==> config.mk <==
export PLATFORM = sky130hd
export DESIGN_NAME = mmio_console_bridge
export DESIGN_NICKNAME = d
export VERILOG_FILES = /design/src/rtl/mmio_console_bridge.sv
export SDC_FILE = /design/constraint.sdc
export NUM_CORES = 1
export LEC_CHECK = 0
export ABC_AREA = 1
export CAP_MARGIN = 20
export CORE_MARGIN = 4
export CORE_UTILIZATION = 29
export CTS_CLUSTER_DIAMETER = 150
export DETAILED_ROUTE_END_ITERATION = 7
export PLACE_DENSITY = 0.53
export SYNTH_ARGS = -nofsm -noshare
export SYNTH_HDL_FRONTEND = slang
export SYNTH_SLANG_ARGS = --single-unit
==> constraint.sdc <==
create_clock -name clk -period 3.45 [get_ports clk]
set_clock_uncertainty 0.1 [all_clocks]
set_input_delay 0.5175 -clock clk [delete_from_list [all_inputs] [get_ports clk]]
set_output_delay 0.5175 -clock clk [all_outputs]
set_load 0.05 [all_outputs]
==> src/rtl/mmio_console_bridge.sv <==
// mmio_console_bridge
//   Peripheral-side end of the data memory's MMIO console words. Host words
//   arrive on a valid/ready stream, are buffered in an RX FIFO and shown to the
//   CPU one at a time. Words the CPU publishes are captured into a TX FIFO and
//   drained to the host on a valid/ready stream. Neither side can clear the
//   other's register, so each direction uses a toggle handshake carried in the
//   ready words.
//
//   Optional feature macro: MMIO_BRIDGE_STATUS_EN (adds FIFO status bits to
//   input_ready; when undefined input_ready[BUS_WIDTH-1:2] is constant 0).
//
// Ports
//   clk, rst_n      clock (rising edge), asynchronous active-low reset
//   output_data     CPU-written word to forward to the host
//   output_ready    CPU control: [0] tx_tog, [1] rx_ack_tog, rest ignored
//   input_data      word presented to the CPU (registered)
//   input_ready     bridge control: [0] rx_tog, [1] tx_ack_tog (registered)
//                   with status: [2] TX full, [3] RX non-empty, [11:8] RX count
//   host_rx_*       host -> CPU stream (data, valid, ready)
//   host_tx_*       CPU -> host stream (data, valid, ready)
module mmio_console_bridge #(
  parameter int BUS_WIDTH  = 32,
  parameter int FIFO_DEPTH = 4
) (
  input  logic                 clk,
  input  logic                 rst_n,
  input  logic [BUS_WIDTH-1:0] output_data,
  input  logic [BUS_WIDTH-1:0] output_ready,
  output logic [BUS_WIDTH-1:0] input_data,
  output logic [BUS_WIDTH-1:0] input_ready,
  input  logic [BUS_WIDTH-1:0] host_rx_data,
  input  logic                 host_rx_valid,
  output logic                 host_rx_ready,
  output logic [BUS_WIDTH-1:0] host_tx_data,
  output logic                 host_tx_valid,
  input  logic                 host_tx_ready
);

  localparam int AW = $clog2(FIFO_DEPTH);
  localparam int PW = AW + 1;

  typedef enum logic {RX_IDLE, RX_WAIT} rx_state_e;

  logic [BUS_WIDTH-1:0] rx_mem_q [FIFO_DEPTH];
  logic [BUS_WIDTH-1:0] tx_mem_q [FIFO_DEPTH];
  logic [PW-1:0]        rx_wr_q, rx_wr_d, rx_rd_q, rx_rd_d;
  logic [PW-1:0]        tx_wr_q, tx_wr_d, tx_rd_q, tx_rd_d;
  logic                 rx_full, rx_empty, tx_full, tx_empty;
  logic                 rx_push, rx_pop, tx_push, tx_pop;

  rx_state_e            state_q, state_d;
  logic [BUS_WIDTH-1:0] input_data_q, input_data_d;
  logic                 rx_tog_q, rx_tog_d;
  logic                 tx_ack_tog_q, tx_ack_tog_d;

  // Only the two toggle bits of the CPU control word carry meaning.
  logic unused_ctrl_bits;
  assign unused_ctrl_bits = ^output_ready[BUS_WIDTH-1:2];

  // Pointers carry one extra wrap bit: equal -> empty, differing only in the
  // wrap bit -> full.
  assign rx_empty = (rx_wr_q == rx_rd_q);
  assign rx_full  = (rx_wr_q[AW] != rx_rd_q[AW]) && (rx_wr_q[AW-1:0] == rx_rd_q[AW-1:0]);
  assign tx_empty = (tx_wr_q == tx_rd_q);
  assign tx_full  = (tx_wr_q[AW] != tx_rd_q[AW]) && (tx_wr_q[AW-1:0] == tx_rd_q[AW-1:0]);

  // Push is gated on the registered full flag, so a same-cycle pop never
  // lets a write into a full FIFO.
  assign host_rx_ready = !rx_full;
  assign rx_push       = host_rx_valid && !rx_full;

  assign host_tx_valid = !tx_empty;
  assign host_tx_data  = tx_mem_q[tx_rd_q[AW-1:0]];
  assign tx_pop        = !tx_empty && host_tx_ready;

  // A fresh CPU word is detected against our own ack register, so the MMIO
  // read-back lag cannot produce a second capture of the same word.
  assign tx_push       = (output_ready[0] != tx_ack_tog_q) && !tx_full;
  assign tx_ack_tog_d  = tx_ack_tog_q ^ tx_push;

  assign rx_wr_d = rx_wr_q + {{AW{1'b0}}, rx_push};
  assign rx_rd_d = rx_rd_q + {{AW{1'b0}}, rx_pop};
  assign tx_wr_d = tx_wr_q + {{AW{1'b0}}, tx_push};
  assign tx_rd_d = tx_rd_q + {{AW{1'b0}}, tx_pop};

  // RX presentation: one word in flight to the CPU; the next pop waits until
  // the CPU's ack toggle matches rx_tog and the FSM is back in RX_IDLE.
  always_comb begin
    state_d      = state_q;
    rx_pop       = 1'b0;
    input_data_d = input_data_q;
    rx_tog_d     = rx_tog_q;
    case (state_q)
      RX_IDLE: begin
        if (!rx_empty) begin
          rx_pop       = 1'b1;
          input_data_d = rx_mem_q[rx_rd_q[AW-1:0]];
          rx_tog_d     = ~rx_tog_q;
          state_d      = RX_WAIT;
        end
      end
      RX_WAIT: begin
        if (output_ready[1] == rx_tog_q) state_d = RX_IDLE;
      end
      default: state_d = RX_IDLE;
    endcase
  end

  always_ff @(posedge clk or negedge rst_n) begin
    if (!rst_n) begin
      state_q      <= RX_IDLE;
      rx_wr_q      <= '0;
      rx_rd_q      <= '0;
      tx_wr_q      <= '0;
      tx_rd_q      <= '0;
      input_data_q <= '0;
      rx_tog_q     <= 1'b0;
      tx_ack_tog_q <= 1'b0;
    end else begin
      state_q      <= state_d;
      rx_wr_q      <= rx_wr_d;
      rx_rd_q      <= rx_rd_d;
      tx_wr_q      <= tx_wr_d;
      tx_rd_q      <= tx_rd_d;
      input_data_q <= input_data_d;
      rx_tog_q     <= rx_tog_d;
      tx_ack_tog_q <= tx_ack_tog_d;
    end
  end

  // FIFO storage is not reset; the pointers alone define validity.
  always_ff @(posedge clk) begin
    if (rx_push) rx_mem_q[rx_wr_q[AW-1:0]] <= host_rx_data;
    if (tx_push) tx_mem_q[tx_wr_q[AW-1:0]] <= output_data;
  end

  assign input_data = input_data_q;

`ifdef MMIO_BRIDGE_STATUS_EN
  logic [BUS_WIDTH-1:0] status_q, status_d;
  logic [PW-1:0]        rx_count;

  assign rx_count = rx_wr_q - rx_rd_q;

  always_comb begin
    status_d       = '0;
    status_d[2]    = tx_full;
    status_d[3]    = !rx_empty;
    status_d[11:8] = 4'(rx_count);
  end

  always_ff @(posedge clk or negedge rst_n) begin
    if (!rst_n) status_q <= '0;
    else        status_q <= status_d;
  end

  assign input_ready = status_q | {{(BUS_WIDTH-2){1'b0}}, tx_ack_tog_q, rx_tog_q};
`else
  assign input_ready = {{(BUS_WIDTH-2){1'b0}}, tx_ack_tog_q, rx_tog_q};
`endif

endmodule

# Word-level counts from Yosys, hierarchy flattened
# Memories as Yosys holds them, arrays and structs flattened. A register that Yosys moved wholly into a read port is not among the register bits.
# Index checks and enable logic that the tools add are counted.
word_totals:
  reg_bits: 15
  mem_bits_rw: 256
  out_inout_bits: 98
  wordCells: 43
  n_memories: 2
memory_table:
  columns: ["name", "depth", "word_bits", "read_ports", "rd_ports_with_merged_regs", "write_ports", "line", "rtl"]
  rows:
  - ["rx_mem_q", 4, 32, 1, 1, 1, "44", "logic [BUS_WIDTH-1:0] rx_mem_q [FIFO_DEPTH];"]
  - ["tx_mem_q", 4, 32, 1, 0, 1, "45", "logic [BUS_WIDTH-1:0] tx_mem_q [FIFO_DEPTH];"]
op_classes:
  addsub: 4
  n_eq_ne: 8
  mux: 8
  bitwise: 4
  reduce_logical: 10
op_table:
  columns: ["operator", "count"]
  rows:
  - ["adder 3 x 1 -> 3 bit", 4]
  - ["2-to-1 mux 1 bit", 7]
  - ["equality test 3 bit", 2]
  - ["logical AND 1 bit", 5]
  - ["equality test 2 bit", 2]
  - ["zero test 1 bit", 4]
  - ["!= test 1 bit", 3]
  - ["inverter 1 bit", 3]
  - ["one-hot mux 1 bit (2 select lines)", 1]
  - ["AND reduction 2 bit", 1]
  - ["equality test 1 bit", 1]
  - ["XOR 1 bit", 1]

# Logic depth before layout (Yosys ltp)
# Gate-level depths: netlist (run 1).
depth:
  ltp_word: 6
  depth_mapped: 11
  mapped_depth_nobuf: 10

# Least setup slack after synthesis (run 1)
# OpenSTA, ideal clock, no wires.
synth_timing:
  path_kind: "flip-flop to flip-flop"
  from: "register rx_rd_q[1]"
  to: "memory rx_mem_q[0][0], enable pin"
  arrival_ns: 2.677
  t_required_ns: 2.929
  path_slack_ns: 0.251
  stages_incl_launch_ff: 7
  n_path_buf: 1
  period_less_slack_ns: 3.199
  path_cell_list: "dfrtp_1 -> buf_6 -> nand2_1 -> nand2_2 -> nand3_1 -> nand2_1 -> nor2_1"
synth_via:
  elab_chain_len: 6
synth_lines:
  columns: ["element", "line", "rtl"]
  rows:
  - ["from (decl)", "46", "logic [PW-1:0] rx_wr_q, rx_wr_d, rx_rd_q, rx_rd_d;"]
  - ["from (signal assigned)", "122", "rx_rd_q <= rx_rd_d;"]
  - ["equality test 2 bit", "63", "assign rx_full = (rx_wr_q[AW] != rx_rd_q[AW]) && (rx_wr_q[AW-1:0] == rx_rd_q[AW-1:0]);"]
  - ["logical AND 1 bit", "63", null]
  - ["zero test 1 bit", null, null]
  - ["named net host_rx_ready", "33", "output logic host_rx_ready,"]
  - ["logical AND 1 bit", "70", "assign rx_push = host_rx_valid && !rx_full;"]
  - ["2-to-1 mux 1 bit", "133", "if (rx_push) rx_mem_q[rx_wr_q[AW-1:0]] <= host_rx_data;"]
  - ["2-to-1 mux 1 bit (not written as such)", "133", null]
  - ["to (decl)", "44", null]
# The timed path passes the listed nets, and every way through them passes these cells.

# Worst setup path in the final report (run 1)
layout_timing:
  from: "register tx_rd_q[1]"
  to: "output host_tx_valid"
layout_via:
  elab_chain_len: 2
layout_lines:
  columns: ["element", "line", "rtl"]
  rows:
  - ["from (decl)", "47", "logic [PW-1:0] tx_wr_q, tx_wr_d, tx_rd_q, tx_rd_d;"]
  - ["from (signal assigned)", "124", "tx_rd_q <= tx_rd_d;"]
  - ["equality test 3 bit", "64", "assign tx_empty = (tx_wr_q == tx_rd_q);"]
  - ["zero test 1 bit", "72", "assign host_tx_valid = !tx_empty;"]
  - ["to (decl)", "35", "output logic host_tx_valid,"]
# No other way between the ends.

==> flow_summary.ini, run 1 <==
[outcome]
status = finished, final reports clean

[worst_setup_path]
crit_path_max_incr_delay_ns = 0.75
arrival_ns = 2.37
worstPathMaxFanout = 6
crit_slowest_cell = clkdlybuf4s50_1
crit_type = flop to primary output
crit_family = buffers and inverters
worst_ep_required_time_ns = 2.83
startpoint_type = flop
path_cells = xnor2_1 -> nand2_1 -> or2_2 -> clkdlybuf4s50_1
critical_path_buf_inv_count = 1
crit_path_end_kind = primary output

[synthesis]
synth_top_area_cell = edfxtp_1
synth_area_leaders = edfxtp_1 62%, dfrtp_1 9.5%, nand2_1 7.5%
synth_edf_count = 256
syn-cell-area_mm2 = 0.01235
async_flop_share_pct = 15.51
synth-main-ff-cell = edfxtp_1
synth_top_area_share_pct = 62.25
ys_warn_count = 0
syn_area_per_cell_um2 = 11.56
synthCells = 1068
synth.distinct_cells = 25
yosysSeqAreaShare_pct = 71.77
ys_seq_elements = 303

[final_layout]
area_growth_pct = 24.73
layout_common_cells = 256 x edfxtp_1, 247 x nand2_1, 141 x inv_1
fin_nets = 1328
layout-drive-gt1-share_pct = 10.04
mostFrequentLayoutCell = edfxtp_1
fill_cells = 4077
multi_input_area_mm2 = 0.002623
seq_area_mm2 = 0.008866

[detailed_routing]
first_pass_iters = 5
drc = 0
route.met2.wl_um = 13570
routed_via_density = 4.331
wl_met3_um = 1828
routedLengthMet1_um = 12830
antenna_left = 0
via_count = 7730
routedWlPerCell_um = 16.15
drtIter0Drc = 454
finalWirelength_um = 28820
top_layer_used = met5

[global_routing]
grt_pass1_wl_um = 44250
grt_max_degree = 65
grt.total_usage_pct = 12.32
antenna_found_initial = 3
grt_overflow_total = 0
grt_pass1_vias = 7474

[place]
numPortBuffers = 137
dpl.hpwl_um = 17480
place.gp.congestion = 0.7078

[timing]
setup_violations = 0
final-max-slew-violation-count = 0
max-slew-margin-rel_pct = 50.39
tns_ns = 0
rsz0062_at_grt = no
finalCriticalPeriod_ns = 2.986
hold_viol = 0
fin_crit_sh_pct = 86.55
fmax_mhz = 334.9
worst_pin_slew_ns = 0.7442

[power]
power.leakage_nw = 6.296
powerDensity_mw_per_mm2 = 1041
power_w = 0.01603
ir_worst_vdd_mv = 0.4809

[cts]
post_cts_buffers = 0
clockBufferDepth = 3
clk_pin_slew_ns = 0.06
h-tree-depth = 2
cts_tree = built
cts.sinks = 303
cts_root_buf = clkbuf_16
insertion_delay_ns = 0.53
cts_made_buffers = 36

[floorplan]
initial_core_util_pct = 29.37
io_pins = 198
die_width_um = 214.4
die-area_mm2 = 0.04595
die_h_um = 214.4
core_mm2 = 0.04204
rows = 75

[hold_path]
hold_path_class = flop to flop

[run]
drv_cap = 0
## synth_stat cells, drive strengths merged, types with 6 or more instances
| cell | number |
|---|---|
| o21ai | 66 |
| inv | 144 |
| buf | 62 |
| nor2 | 72 |
| edfxtp | 256 |
| clkbuf | 19 |
| dfrtp | 47 |
| xor2 | 6 |
| ha | 8 |
| nand3 | 100 |
| nand2 | 249 |
| o22ai | 32 |
## worst paths after layout
check                                       end  cells past startpoint      startpoint  slack, ns
min in group asynchronous        input_data[27]                      2           rst_n       0.46
worst min-delay path             input_data[18]                      2  input_data[18]       0.37
worst max register to register  rx_mem_q[0][25]                      7      rx_rd_q[0]       0.95
worst min register to register   input_data[18]                      2  input_data[18]       0.37
worst max-delay path              host_tx_valid                      4      tx_rd_q[1]       0.46
max in group asynchronous            tx_rd_q[0]                      3           rst_n       1.93
## cell type report
cell class                      instances  share of cell area, %
Antenna cell                            1                0.01625
Tap cell                              539                  4.378
Inverter                              145                  3.550
Sequential cell                       303                  57.56
Multi-Input combinational cell        568                  17.03
Clock buffer                           52                  6.441
Timing Repair Buffer                  166                  10.49
Clock inverter                         11                 0.5361
## layer usage
metal	vias up	GRT usage, %
met5	-	0
met2	195	20.31
li1	3801	-
met1	3686	16.00
met4	4	3.588
met3	44	3.401
## registers in the layout (all words and copies together) (netlist names), named ones only
name	cells
rx_mem_q	128
tx_wr_q	3
tx_mem_q	128
rx_wr_q	3
tx_rd_q	3
rx_tog_q	1
input_data	32
rx_rd_q	3
state_q	1
## power by group
part	leakage, nW	total (W)	internal, W	switching (W)
clock network	0.522	0.00349	0.00207	0.00142
registers	2.91	0.00555	0.00514	0.000406
logic	2.86	0.00699	0.00207	0.00492
total	6.30	0.0160	0.00928	0.00674
## worst register-to-register path, cell delays in order, from the launching register on
cell and delay [ns]:
dfrtp_2 0.83, inv_2 0.07, nand2_1 0.08, nand2_1 0.09, nand3_1 0.17, nand2_1 0.28, nor2_4 0.17, buf_4 0.35
## through the flow
step	hold slack [ns]	instances	setup WS, ns	area, um2	util [%]
after floorplan	0.1219	1097	0.2514	12460	-
after global placement	0.3590	1720	0.8563	14320	34.05
after detailed placement	0.3572	1720	0.8466	14320	34.05
after CTS	0.3721	1784	0.4167	15400	36.63
after global routing	0.3877	1784	0.3178	15400	36.63
final	0.3677	1785	0.4641	15400	36.64
## cell families after synthesis
kind of cell             count (synthesis)  share of synthesized area (%)
other                                    1                        0.03037
adder cells (fa/ha/maj)                  8                         0.8106
flip-flops                             303                          71.77
AO/OA/AOI/OAI                           98                          4.296
XOR/XNOR                                 9                         0.6383
buffers and inverters                  226                          8.359
AND/OR/NAND/NOR                        423                          14.09
## repair_timing
action / in CTS / in global routing
hold buffers: 1 / 0
hold endpoints to repair: 23 / 0
gates resized for setup: 0 / 0
setup endpoints to repair: 0 / 0
Note: power is estimated with default switching activity, not from simulation.
==> run 2, diff against run 1 <==
--- a/constraint.sdc
+++ b/constraint.sdc
@@ -4,2 +4,2 @@
 set_output_delay 0.5175 -clock clk [all_outputs]
-set_load 0.05 [all_outputs]
+set_load 0.02 [all_outputs]
==> run 2 against run 1 <==
  * Final cell count barely moved
  * Sequential power is essentially flat
  * Die area unchanged
  * First-iteration DRC count fell by 8.8%
  * Register-to-register slack hardly changed
  * Sequential share of layout area decreased by 0.26 points
  * Largest cell class unchanged
  * Critical path depth is the same
  * Power fell by 7.4%
  * Fmax is 3.3% lower
  * Core utilization increased by 0.17 points
  * Via count is 0.21% higher
  * Largest power group unchanged
  * Combinational power shrank 19%
==> flow_summary.ini, run 2 (synthesized netlist as in run 1, its figures left out) <==
[detailed_routing]
via_count = 7746
drc = 0
first_pass_iters = 6
routedWlPerCell_um = 15.93
antenna_left = 0
routed_via_density = 4.337
finalWirelength_um = 28450
drtIter0Drc = 414

[floorplan]
initial_core_util_pct = 29.37
core_mm2 = 0.04204
die-area_mm2 = 0.04595
die_h_um = 214.4
die_width_um = 214.4
io_pins = 198
rows = 75

[global_routing]
antenna_found_initial = 4
grt_overflow_total = 0
grt_pass1_vias = 7759
grt.total_usage_pct = 12.36
grt_max_degree = 65
grt_pass1_wl_um = 44530

[timing]
rsz0062_at_grt = no
final-max-slew-violation-count = 0
fmax_mhz = 324.0
worst_pin_slew_ns = 0.7634
tns_ns = 0
max-slew-margin-rel_pct = 49.11
hold_viol = 0
setup_violations = 0
finalCriticalPeriod_ns = 3.086
fin_crit_sh_pct = 89.46
hold_ws_ns = 0.3700

[worst_setup_path]
critical_path_buf_inv_count = 2
worst_ep_required_time_ns = 2.83
crit_family = buffers and inverters
crit_path_max_incr_delay_ns = 0.66
crit_slowest_cell = clkdlybuf4s50_1
arrival_ns = 2.47
path_cells = buf_4 -> o21ai_0 -> o22ai_1 -> clkdlybuf4s50_1
crit_type = flop to primary output
startpoint_type = flop
worstPathMaxFanout = 29
crit_path_end_kind = primary output

[place]
numPortBuffers = 137
place.gp.congestion = 0.6944
dpl.hpwl_um = 17170

[cts]
h-tree-depth = 2
cts_tree = built
cts_root_buf = clkbuf_16
clk_pin_slew_ns = 0.05
insertion_delay_ns = 0.53
cts.sinks = 303
cts_made_buffers = 36
clockBufferDepth = 3
post_cts_buffers = 0

[hold_path]
hold_path_class = flop to flop

[power]
ir_worst_vdd_mv = 0.5983
powerDensity_mw_per_mm2 = 959.3
power.leakage_nw = 6.285

[final_layout]
antenna_cells = 0
mostFrequentLayoutCell = edfxtp_1
final_core_util_pct = 36.81
fin_nets = 1329
layout_common_cells = 256 x edfxtp_1, 247 x nand2_1, 141 x inv_1
area_growth_pct = 25.30
layout-drive-gt1-share_pct = 8.019

[run]
drv_cap = 0

[outcome]
status = finished, final reports clean
[run 2: changes by cell type in the layout (fill, tap and decap cells not counted), moves of 2 or more]
cell,delta
buf_12,-6
buf_4,-26
clkbuf_1,-8
clkbuf_8,+5
clkdlybuf4s50_1,+33
clkinv_1,+2
clkinv_2,+2
[run 2: through the flow]
stage	instance area [um2]	cells	power, W	worst slack (ns)
floorplan	12460	1097	0.009026	0.5341
global placement	14330	1721	0.01140	0.8393
CTS	15470	1786	0.01516	0.2616
global route	15470	1786	0.01587	0.1733
detailed placement	14330	1721	0.01147	0.8549
finish	15470	1786	0.01484	0.3637
[run 2: worst paths after layout]
kind                            slack, ns                to  cells past startpoint            from
worst max-delay path                 0.36  host_tx_data[30]                      4      tx_rd_q[0]
worst min register to register       0.37    input_data[18]                      2  input_data[18]
worst max register to register       0.94   rx_mem_q[0][25]                      7      rx_rd_q[0]
max in group asynchronous            1.94        tx_rd_q[0]                      3           rst_n
worst min-delay path                 0.37    input_data[18]                      2  input_data[18]
min in group asynchronous            0.45    input_data[21]                      2           rst_n
[run 2: metal layers]
metal  GRT usage, %  vias to the layer above  part of all wire, %
met5              0                        -                 0.11
met1          15.43                     3682                   44
met4          4.214                        6                  2.2
met3          4.067                       54                  6.9
li1               -                     3801                    -
met2          20.31                      203                   47
[run 2: worst min-delay path: cells and delay by family (launching register included)]
kind             cells  cell delay (ns)
DFF                  1             0.34
and+or+nand+nor      2             0.11
[run 2: final cells by class]
class,count,area (um2)
Fill cell,4063,26570
Sequential cell,303,8866
Multi-Input combinational cell,568,2623
Timing Repair Buffer,167,1632
Clock buffer,49,1031
Tap cell,539,674.4
Inverter,145,546.8
Clock inverter,15,101.3
[run 2: power by group]
part	switching (W)	internal, W	total, W
clock	0.00143	0.00216	0.00359
sequential	0.000434	0.00514	0.00558
combinational	0.00360	0.00207	0.00568
total	0.00546	0.00938	0.0148
[run 2: what timing repair did]
item	CTS	global route
gates resized for setup	0	0
hold endpoints to repair	23	0
hold buffers	1	0
